File: src/rtl/mult_rr_arbiter.sv
// -----------------------------------------------------------------------------
// mult_rr_arbiter
//   Round-robin arbiter that shares one fixed-latency pipelined multiplier
//   among NREQ requesters. At most one operand pair is issued per cycle. A tag
//   pipeline running alongside the multiplier records which requester owns
//   each product, so the product can be returned with a one-hot valid.
//
// Parameters
//   WIDTH    operand width; the product is 2*WIDTH bits
//   NREQ     number of requesters (>= 2)
//   LATENCY  multiplier cycles from sampling mul_a/mul_b to mul_result valid
//
// Ports
//   clk_i          clock; all state changes on the rising edge
//   clr_i          synchronous active-high clear
//   req_valid_i    [NREQ]        requester i has operands pending
//   req_a_i        [NREQ*WIDTH]  operand a; requester i in [i*WIDTH +: WIDTH]
//   req_b_i        [NREQ*WIDTH]  operand b; same packing
//   req_ready_o    [NREQ]        one-hot or zero grant (handshake = valid&ready)
//   mul_a_o        [WIDTH]       registered operand a to the multiplier
//   mul_b_o        [WIDTH]       registered operand b to the multiplier
//   mul_result_i   [2*WIDTH]     product from the multiplier
//   rsp_valid_o    [NREQ]        one-hot single-cycle pulse: product for i
//   rsp_result_o   [2*WIDTH]     product; meaningful only while |rsp_valid_o
// -----------------------------------------------------------------------------
module mult_rr_arbiter #(
  parameter int WIDTH   = 8,
  parameter int NREQ    = 4,
  parameter int LATENCY = 3
) (
  input  logic                    clk_i,
  input  logic                    clr_i,
  input  logic [NREQ-1:0]         req_valid_i,
  input  logic [NREQ*WIDTH-1:0]   req_a_i,
  input  logic [NREQ*WIDTH-1:0]   req_b_i,
  output logic [NREQ-1:0]         req_ready_o,
  output logic [WIDTH-1:0]        mul_a_o,
  output logic [WIDTH-1:0]        mul_b_o,
  input  logic [2*WIDTH-1:0]      mul_result_i,
  output logic [NREQ-1:0]         rsp_valid_o,
  output logic [2*WIDTH-1:0]      rsp_result_o
);

  localparam int IDX_W = (NREQ > 1) ? $clog2(NREQ) : 1;

  // State
  logic [IDX_W-1:0]              ptr_q,     ptr_d;
  logic [NREQ-1:0]               pending_q, pending_d;
  logic [WIDTH-1:0]              mul_a_q,   mul_b_q;
  logic [NREQ-1:0]               rsp_valid_q;
  logic [2*WIDTH-1:0]            rsp_result_q;
  // Tag stage 0 is loaded at the issue edge; stages 1..LATENCY track the
  // multiplier, so the last stage lines up with mul_result_i.
  logic [LATENCY:0]              tag_vld_q;
  logic [LATENCY:0][IDX_W-1:0]   tag_id_q;

  // Combinational
  logic [NREQ-1:0]   elig;
  logic              grant_vld;
  logic [IDX_W-1:0]  grant_idx;
  logic [NREQ-1:0]   grant_oh;
  logic [NREQ-1:0]   rsp_set;
  logic [WIDTH-1:0]  sel_a, sel_b;
  int                scan_idx;

  // A requester with an op outstanding may re-issue in its own response cycle.
  assign elig = req_valid_i & (~pending_q | rsp_valid_q);

  // Round-robin search: scan offsets from farthest to nearest so the first
  // eligible index at or after ptr_q is the one left standing.
  // NOTE: every variable written in a combinational block gets a default
  // first, so no path can leave it unassigned and infer a latch.
  always_comb begin
    grant_vld = 1'b0;
    grant_idx = '0;
    scan_idx  = 0;
    for (int off = NREQ - 1; off >= 0; off--) begin
      scan_idx = int'(ptr_q) + off;
      if (scan_idx >= NREQ) scan_idx = scan_idx - NREQ;
      if (elig[scan_idx]) begin
        grant_vld = 1'b1;
        grant_idx = IDX_W'(scan_idx);
      end
    end
    // No grant may be offered while the block is being cleared.
    if (clr_i) grant_vld = 1'b0;
  end

  always_comb begin
    grant_oh = '0;
    if (grant_vld) grant_oh[grant_idx] = 1'b1;
  end

  // Operand mux for the granted requester.
  always_comb begin
    sel_a = '0;
    sel_b = '0;
    for (int i = 0; i < NREQ; i++) begin
      if (grant_idx == IDX_W'(i)) begin
        sel_a = req_a_i[i*WIDTH +: WIDTH];
        sel_b = req_b_i[i*WIDTH +: WIDTH];
      end
    end
  end

  // Pointer moves just past the winner; idle cycles leave it alone.
  always_comb begin
    ptr_d = ptr_q;
    if (grant_vld) begin
      if (grant_idx == IDX_W'(NREQ - 1)) ptr_d = '0;
      else                               ptr_d = grant_idx + 1'b1;
    end
  end

  // Owner of the product arriving on mul_result_i this cycle.
  always_comb begin
    rsp_set = '0;
    if (tag_vld_q[LATENCY]) rsp_set[tag_id_q[LATENCY]] = 1'b1;
  end

  // A fresh grant wins over a completing response for the same requester.
  assign pending_d = (pending_q & ~rsp_set) | grant_oh;

  // NOTE: sequential state uses non-blocking assignments only, so every
  // register samples pre-edge values regardless of statement order.
  always_ff @(posedge clk_i) begin
    if (clr_i) begin
      // NOTE: the tag pipe is a handful of flops, not a RAM; clearing it is
      // what drops in-flight ops so they never raise rsp_valid.
      ptr_q        <= '0;
      pending_q    <= '0;
      mul_a_q      <= '0;
      mul_b_q      <= '0;
      rsp_valid_q  <= '0;
      rsp_result_q <= '0;
      tag_vld_q    <= '0;
      tag_id_q     <= '0;
    end else begin
      ptr_q     <= ptr_d;
      pending_q <= pending_d;
      // Idle cycles feed zeros so the multiplier inputs are deterministic.
      mul_a_q   <= grant_vld ? sel_a : '0;
      mul_b_q   <= grant_vld ? sel_b : '0;

      tag_vld_q[0] <= grant_vld;
      tag_id_q[0]  <= grant_idx;
      for (int s = 1; s <= LATENCY; s++) begin
        tag_vld_q[s] <= tag_vld_q[s-1];
        tag_id_q[s]  <= tag_id_q[s-1];
      end

      rsp_valid_q <= rsp_set;
      if (tag_vld_q[LATENCY]) rsp_result_q <= mul_result_i;
    end
  end

  assign req_ready_o  = grant_oh;
  assign mul_a_o      = mul_a_q;
  assign mul_b_o      = mul_b_q;
  assign rsp_valid_o  = rsp_valid_q;
  assign rsp_result_o = rsp_result_q;

endmodule

File: config.mk
export PLATFORM = sky130hd
export DESIGN_NAME = mult_rr_arbiter
export DESIGN_NICKNAME = d
export VERILOG_FILES = /design/src/rtl/mult_rr_arbiter.sv
export SDC_FILE = /design/constraint.sdc
export NUM_CORES = 1
export LEC_CHECK = 0
export CAP_MARGIN = 20
export CORE_ASPECT_RATIO = 1.1
export CORE_MARGIN = 5
export CORE_UTILIZATION = 42
export CTS_CLUSTER_SIZE = 12
export DETAILED_ROUTE_END_ITERATION = 8
export PLACE_DENSITY = 0.83
export SLEW_MARGIN = 25
export SYNTH_ARGS = -nofsm -noshare
export SYNTH_HDL_FRONTEND = slang
export SYNTH_SLANG_ARGS = --single-unit
File: constraint.sdc
create_clock -name clk_i -period 4.1 [get_ports clk_i]
set_input_delay 0.82 -clock clk_i [delete_from_list [all_inputs] [get_ports clk_i]]
set_output_delay 0.82 -clock clk_i [all_outputs]
set_load 0.01 [all_outputs]
## Yosys cells after proc, flatten, opt, wreduce, memory -nomap -nowiden

Cells that the tools add are included.
Widths: inputs -> output; s select.

| cells by class | value |
|---|---|
| add/sub/neg operators | 8 |
| order comparisons | 12 |
| eq/ne operators | 3 |
| muxes and demuxes | 40 |
| bitwise operators | 7 |
| reductions and logical operators | 4 |

Operator list:

| kind | number |
|---|---|
| $lt 32x4->1 const B | 4 |
| $mux 32 | 4 |
| $mux 8 | 8 |
| $mux 1 | 15 |
| $sub 3x3->4 const B | 3 |
| $mux 2 | 5 |
| $ge 3x3->1 const B | 3 |
| $and 4x4->4 | 2 |
| $bmux 1 s2 | 4 |
| $mux 4 | 2 |
| $not 4->4 | 2 |
| $or 4x4->4 | 2 |
| $add 2x2->3 const B | 2 |
| $lt 2x3->1 const B | 2 |
| $demux 1 s2 | 2 |
| $eq 2x2->1 const B | 2 |
| $ge 2x1->1 const B | 2 |
| $sub 2x3->4 const B | 1 |
| $add 2x1->3 const B | 1 |
| $ge 2x3->1 const B | 1 |
| $add 2x1->2 const B | 1 |
| $eq 2x1->1 const B | 1 |
| $logic_and 1x1->1 | 2 |
| $logic_not 2->1 | 1 |
| other kinds (2) | 2 |

| storage, ports and cells | value |
|---|---|
| flip-flop bits (word level) | 54 |
| input bits | 86 |

## Depth between registers and ports, before layout

| logic depth | value |
|---|---|
| depth in word-level cells | 16 |
| depth in mapped cells | 11 |
| depth with buffers taken out | 9 |

## Worst setup path after synthesis

OpenSTA, ideal clock, no wires.

| timing path | value |
|---|---|
| path kind | input-to-output |
| start point | input port req_valid_i[3] |
| end point | output port req_ready_o[3] |
| arrival time | 2.206 ns |
| data required time | 3.280 ns |
| slack | 1.074 ns |
| stages | 8 |
| cells stage by stage | a22o_1 nand2_1 o21ai_0 ha_1 buf_2 clkinv_1 buf_2 nor2_1 |

| on the way | value |
|---|---|
| word-level cells in the longest chain between the ends | 13 |
| elaborated cells between the ends (all ways) | 28 |

RTL lines:

| what | RTL line | RTL |
|---|---|---|
| from (decl) | 33 | `input logic [NREQ-1:0] req_valid_i,` |
| $and 4x4->4 (*) | 67 | `assign elig = req_valid_i & (~pending_q \| rsp_valid_q);` |
| $bmux 1 s2 | 80 | `if (elig[scan_idx]) begin` |
| $mux 1 (not written as such) (2 in a row) | 80 |  |
| $mux 2 (3 in a row) | 80 |  |
| $mux 2 (*) | 80 |  |
| named net grant_idx[0] | 60 | `logic [IDX_W-1:0] grant_idx;` |
| $lt 2x3->1 (not written as such) / $ge 2x1->1 (equally long branches) | 91 | `if (grant_vld) grant_oh[grant_idx] = 1'b1;` |
| $logic_and 1x1->1 (not written as such) | 91 |  |
| $mux 1 (not written as such) | 91 |  |
| $demux 1 s2 (*) | 91 |  |
| $mux 4 (*) | 91 |  |
| to (decl) | 36 | `output logic [NREQ-1:0] req_ready_o,` |

Mark *: on every way through the listed nets, which the timed path passes. The rest lies on a longest branch. The select of a mux whose other input is x is not followed.

## Worst setup path after layout

| timing path | value |
|---|---|
| start point | input port req_valid_i[1] |
| end point | output port req_ready_o[0] |

| on the way | value |
|---|---|
| word-level cells in the longest chain between the ends | 13 |
| elaborated cells between the ends (all ways) | 28 |

RTL lines:

| what | RTL line |
|---|---|
| $and 4x4->4 (*) | 67 |
| $bmux 1 s2 | 80 |
| $mux 1 (not written as such) (2 in a row) | 80 |
| $mux 2 (4 in a row) | 80 |
| $lt 2x3->1 (not written as such) / $ge 2x1->1 (equally long branches) | 91 |
| $logic_and 1x1->1 (not written as such) | 91 |
| $mux 1 (not written as such) | 91 |
| $demux 1 s2 | 91 |
| $mux 4 (*) | 91 |

Mark *: on every way between the ends. The rest lies on a longest branch, timed or not. The select of a mux whose other input is x is not followed.

==> impl_table.tex <==
\begin{tabular}{lr}
\hline
Metric & Value \\
\hline
\multicolumn{2}{l}{\textbf{Outcome}} \\
\quad Run status & finished, final reports clean \\
\multicolumn{2}{l}{\textbf{Clock network}} \\
\quad CTS buffer count & 5 \\
\quad Later-pin clock latency in the skew report & roughly 0.30 ns \\
\quad H-tree lvl count & 2 \\
\quad Max Root-Sink Buffers & 2 \\
\quad Total setup buffers inserted after CTS & 0 \\
\quad Cell chosen for the clock root & sky130\_fd\_sc\_hd\_\_clkbuf\_8 \\
\quad TritonCTS clock tree & yes \\
\quad Clock transition at the registers of the reported paths & around 0.090 ns \\
\quad Number of clock sinks seen by CTS & 54 \\
\multicolumn{2}{l}{\textbf{Power}} \\
\quad Leakage power & about 1.4 nW \\
\quad Cell area power density & 539 nW/um\^{}2 \\
\quad Maximum VDD drop & $\sim$0.36 mV \\
\multicolumn{2}{l}{\textbf{Global routing}} \\
\quad Remaining Overflow, GRT & 0 \\
\quad Largest net degree at the start of global routing & 37 \\
\quad Wire length of the first global-routing pass & between 10000 and 15000 um \\
\quad Overall fraction of global-route tracks in use & between 10\% and 20\% \\
\quad Number of antenna violations at the first check in global routing & 0 \\
\quad Number of global-route vias before repair & roughly 2400 \\
\multicolumn{2}{l}{\textbf{Setup path}} \\
\quad Highest fanout seen on the critical path & 4 \\
\quad Crit Path Class & input pin to output port \\
\quad Critical path's slowest cell & sky130\_fd\_sc\_hd\_\_clkdlybuf4s50\_1 \\
\quad Library cell appearing most often on the critical path & sky130\_fd\_sc\_hd\_\_clkdlybuf4s50\_1 \\
\quad Highest cell delay on the worst timing path & $\sim$0.56 ns \\
\quad Data arrival, critical path & a little over 3 ns \\
\quad Cell Chain, Critical Path & clkdlybuf4s50\_1 -> inv\_1 -> o311a\_1 -> a21oi\_2 -> or2\_1 -> ha\_1 -> and2\_4 -> clkdlybuf4s50\_1 \\
\quad CP startpoint kind & input pin \\
\quad Crit. End Element & output port \\
\quad Worst path required time & approximately 3.3 ns \\
\multicolumn{2}{l}{\textbf{Floorplanning}} \\
\quad Die outline height & a little under 90 um \\
\quad Die area & slightly above 7000 um\^{}2 \\
\quad Die width & just over 80 um \\
\quad Effective utilization at floorplan & a little over two fifths \\
\quad Core box area & $\sim$5400 um\^{}2 \\
\quad \# IOs & approximately 130 \\
\quad Core Rows & 28 \\
\multicolumn{2}{l}{\textbf{Place}} \\
\quad Input/output buffers & 125 \\
\quad Place WS & around 0.16 ns \\
\quad Placed cells & about 440 \\
\quad Gp weighted congestion & between 0.9 and 1 \\
\quad Post-detailed-placement half-perimeter wirelength & 5560 um \\
\multicolumn{2}{l}{\textbf{Detailed routing}} \\
\quad Vias after detailed routing & about 2300 \\
\quad Metal1 wirelength & 2950 um \\
\quad Number of nets with antenna violations after detailed routing & 0 \\
\quad Mean routed wirelength per cell & roughly 16 um \\
\quad Met2 layer wire length in the routed design & approximately 3500 um \\
\quad Highest metal layer used by the detailed router & met4 \\
\quad Initial drt markers & 93 \\
\quad Amount of wire on met3 after detailed routing & about 570 um \\
\quad Total iterations of the first detailed-routing run & 4 \\
\quad Drc violations & 0 \\
\quad Drt total wl & 7160 um \\
\quad Vias per Instance & $\sim$5.1 \\
\multicolumn{2}{l}{\textbf{Finish}} \\
\quad Antenna diode count & 0 \\
\quad Most common library cell in the layout ignoring fill and taps & sky130\_fd\_sc\_hd\_\_clkdlybuf4s50\_1 \\
\quad Ratio of cells with drive above 1 in the final layout & about 7.5\% \\
\quad Top library cells by usage in the layout, fill and taps aside & sky130\_fd\_sc\_hd\_\_clkdlybuf4s50\_1 (125), sky130\_fd\_sc\_hd\_\_dfxtp\_1 (54), sky130\_fd\_sc\_hd\_\_a21oi\_1 (23) \\
\quad NumNets Final & 460 \\
\quad Area of combinational cells with multiple inputs & roughly 1200 um\^{}2 \\
\quad Area delta synth->final & 58.6\% \\
\quad Layout filler cell count & between 400 and 500 \\
\quad Count of placed standard cells in the final layout, fillers left out & between 400 and 500 \\
\quad Register area & about 1100 um\^{}2 \\
\multicolumn{2}{l}{\textbf{Timing}} \\
\quad Total count of max-transition violations in the final report & 0 \\
\quad Final setup violation count & 0 \\
\quad Setup repair after global routing missed its margin & no \\
\quad Max frequency & 0.258 GHz \\
\quad Actual slew at the worst max-slew pin & about 0.96 ns \\
\quad Setup\_tns & 0 ns \\
\quad Number of hold-slack violations in the final timing report & 0 \\
\quad Time the final worst path needs with I/O delays and setup & 3.88 ns \\
\quad Share of the cycle needed by the critical path after routing & about 95\% \\
\quad Final setup skew & $\sim$0.0075 ns \\
\quad Final critical-path setup slack & approximately 0.22 ns \\
\quad Relative slew slack & between 30\% and 40\% \\
\quad Worst hold slack & 0.443 ns \\
\multicolumn{2}{l}{\textbf{Synthesis}} \\
\quad Count of state elements after synthesis & 54 \\
\quad Count of cell types in the netlist & 40 \\
\quad Ys async rst share & 0\% \\
\quad Number of instances in the synthesized netlist & 247 \\
\quad Synth Net Count & roughly 340 \\
\quad Top\_reg\_cell synth & sky130\_fd\_sc\_hd\_\_dfxtp\_1 \\
\quad Mean area per synthesized cell & approximately 9.6 um\^{}2 \\
\quad Share of the yosys chip area belonging to registers & a little under half \\
\quad Netlist area before placement & roughly 2400 um\^{}2 \\
\quad Number of enable-type register cells in the synthesized netlist & 0 \\
\quad Number of warnings issued by yosys & 0 \\
\multicolumn{2}{l}{\textbf{Job}} \\
\quad Max-cap violations & 0 \\
\multicolumn{2}{l}{\textbf{Min path}} \\
\quad Worst min-delay path class & register to register \\
\hline
\end{tabular}
## metal layers
| metal | vias to the layer above | global-route usage (%) |
|---|---|---|
| li1 | 1138 | - |
| met1 | 1043 | 23.0 |
| met2 | 94 | 34.5 |
| met3 | 13 | 4.79 |
| met4 | 0 | 6.34 |
| met5 | - | 0 |
## sequential cells by signal, summed over array words and instances (netlist names)
name / cells
rsp_valid_o: 4
tag_id_q: 8
ptr_q: 2
mul_a_o: 8
mul_b_o: 8
pending_q: 4
rsp_result_o: 16
tag_vld_q: 4
## synthesized netlist by cell type, types with 2 or more instances
cell,number,area (um^2)
sky130_fd_sc_hd__nand2b_4,2,27.5
sky130_fd_sc_hd__nor2_1,22,82.6
sky130_fd_sc_hd__inv_1,3,11.3
sky130_fd_sc_hd__buf_2,4,20.0
sky130_fd_sc_hd__o21a_1,2,15.0
sky130_fd_sc_hd__a22o_1,2,17.5
sky130_fd_sc_hd__nand2b_1,2,12.5
sky130_fd_sc_hd__and2_4,2,17.5
sky130_fd_sc_hd__nand2_1,21,78.8
sky130_fd_sc_hd__a221o_1,15,150
sky130_fd_sc_hd__clkbuf_1,6,22.5
sky130_fd_sc_hd__o21ai_0,11,55.1
sky130_fd_sc_hd__buf_6,5,56.3
sky130_fd_sc_hd__nor2b_1,10,62.6
sky130_fd_sc_hd__ha_1,4,50.1
sky130_fd_sc_hd__o211ai_1,16,120
sky130_fd_sc_hd__dfxtp_1,54,1080
sky130_fd_sc_hd__nand2b_2,2,17.5
sky130_fd_sc_hd__a21oi_1,23,115
sky130_fd_sc_hd__buf_4,2,15.0
sky130_fd_sc_hd__mux2i_1,16,160
sky130_fd_sc_hd__clkinv_1,2,7.51
sky130_fd_sc_hd__nor3_1,3,15.0
sky130_fd_sc_hd__nand3_1,2,10.0
## kinds of logic after synthesis
group                      count (synthesis)  synth area share [%]
AOI/OAI and AO/OA                         79                  24.4
DFF                                       54                  45.5
muxes                                     16                  6.75
buffers and inverters                     23                  5.85
adders and majority gates                  4                  2.11
and+or+nand+nor                           71                  15.4
## power breakdown
group	internal, mW	total [mW]	switching [mW]
clock	0.139	0.306	0.167
sequential	0.639	0.687	0.0486
combinational	0.530	1.04	0.505
total	1.31	2.03	0.721
## what timing repair did
action,CTS,global route
hold buffers,0,0
setup endpoints to repair,0,1
resized for setup,0,1
## worst paths after layout
path | from | to | slack (ns) | cells past startpoint
max | req_valid_i[1] | req_ready_o[0] | 0.22 | 8
min | tag_vld_q[0] | tag_vld_q[1] | 0.44 | 1
max reg2reg | rsp_valid_o[3] | mul_a_o[3] | 1.55 | 10
min reg2reg | tag_vld_q[0] | tag_vld_q[1] | 0.44 | 1
## through the flow
step                      power (mW)  utilization (%)  instance area, um^2
after detailed placement        1.73             67.5                 3660
after global placement          1.71             67.5                 3660
after CTS                       2.04             69.3                 3760
after global routing            2.17             69.3                 3760
after floorplan                 1.34                -                 2370
final                           2.03             69.3                 3760
## worst max-delay path, delay by kind of cell
kind | cells | cell delay, ns
compound gates | 2 | 0.52
simple gates | 2 | 0.32
fa+ha+maj | 1 | 0.23
buf+inv | 3 | 1.17
## area by class of cell
type,count,area share (%)
multi-input combinational,170,30.6
clock buffer,6,2.19
timing repair buffer,133,34.8
tap,75,2.49
sequential,54,28.7
inverter,6,0.665
clock inverter,2,0.465
Note: power is estimated with default switching activity, not from simulation.
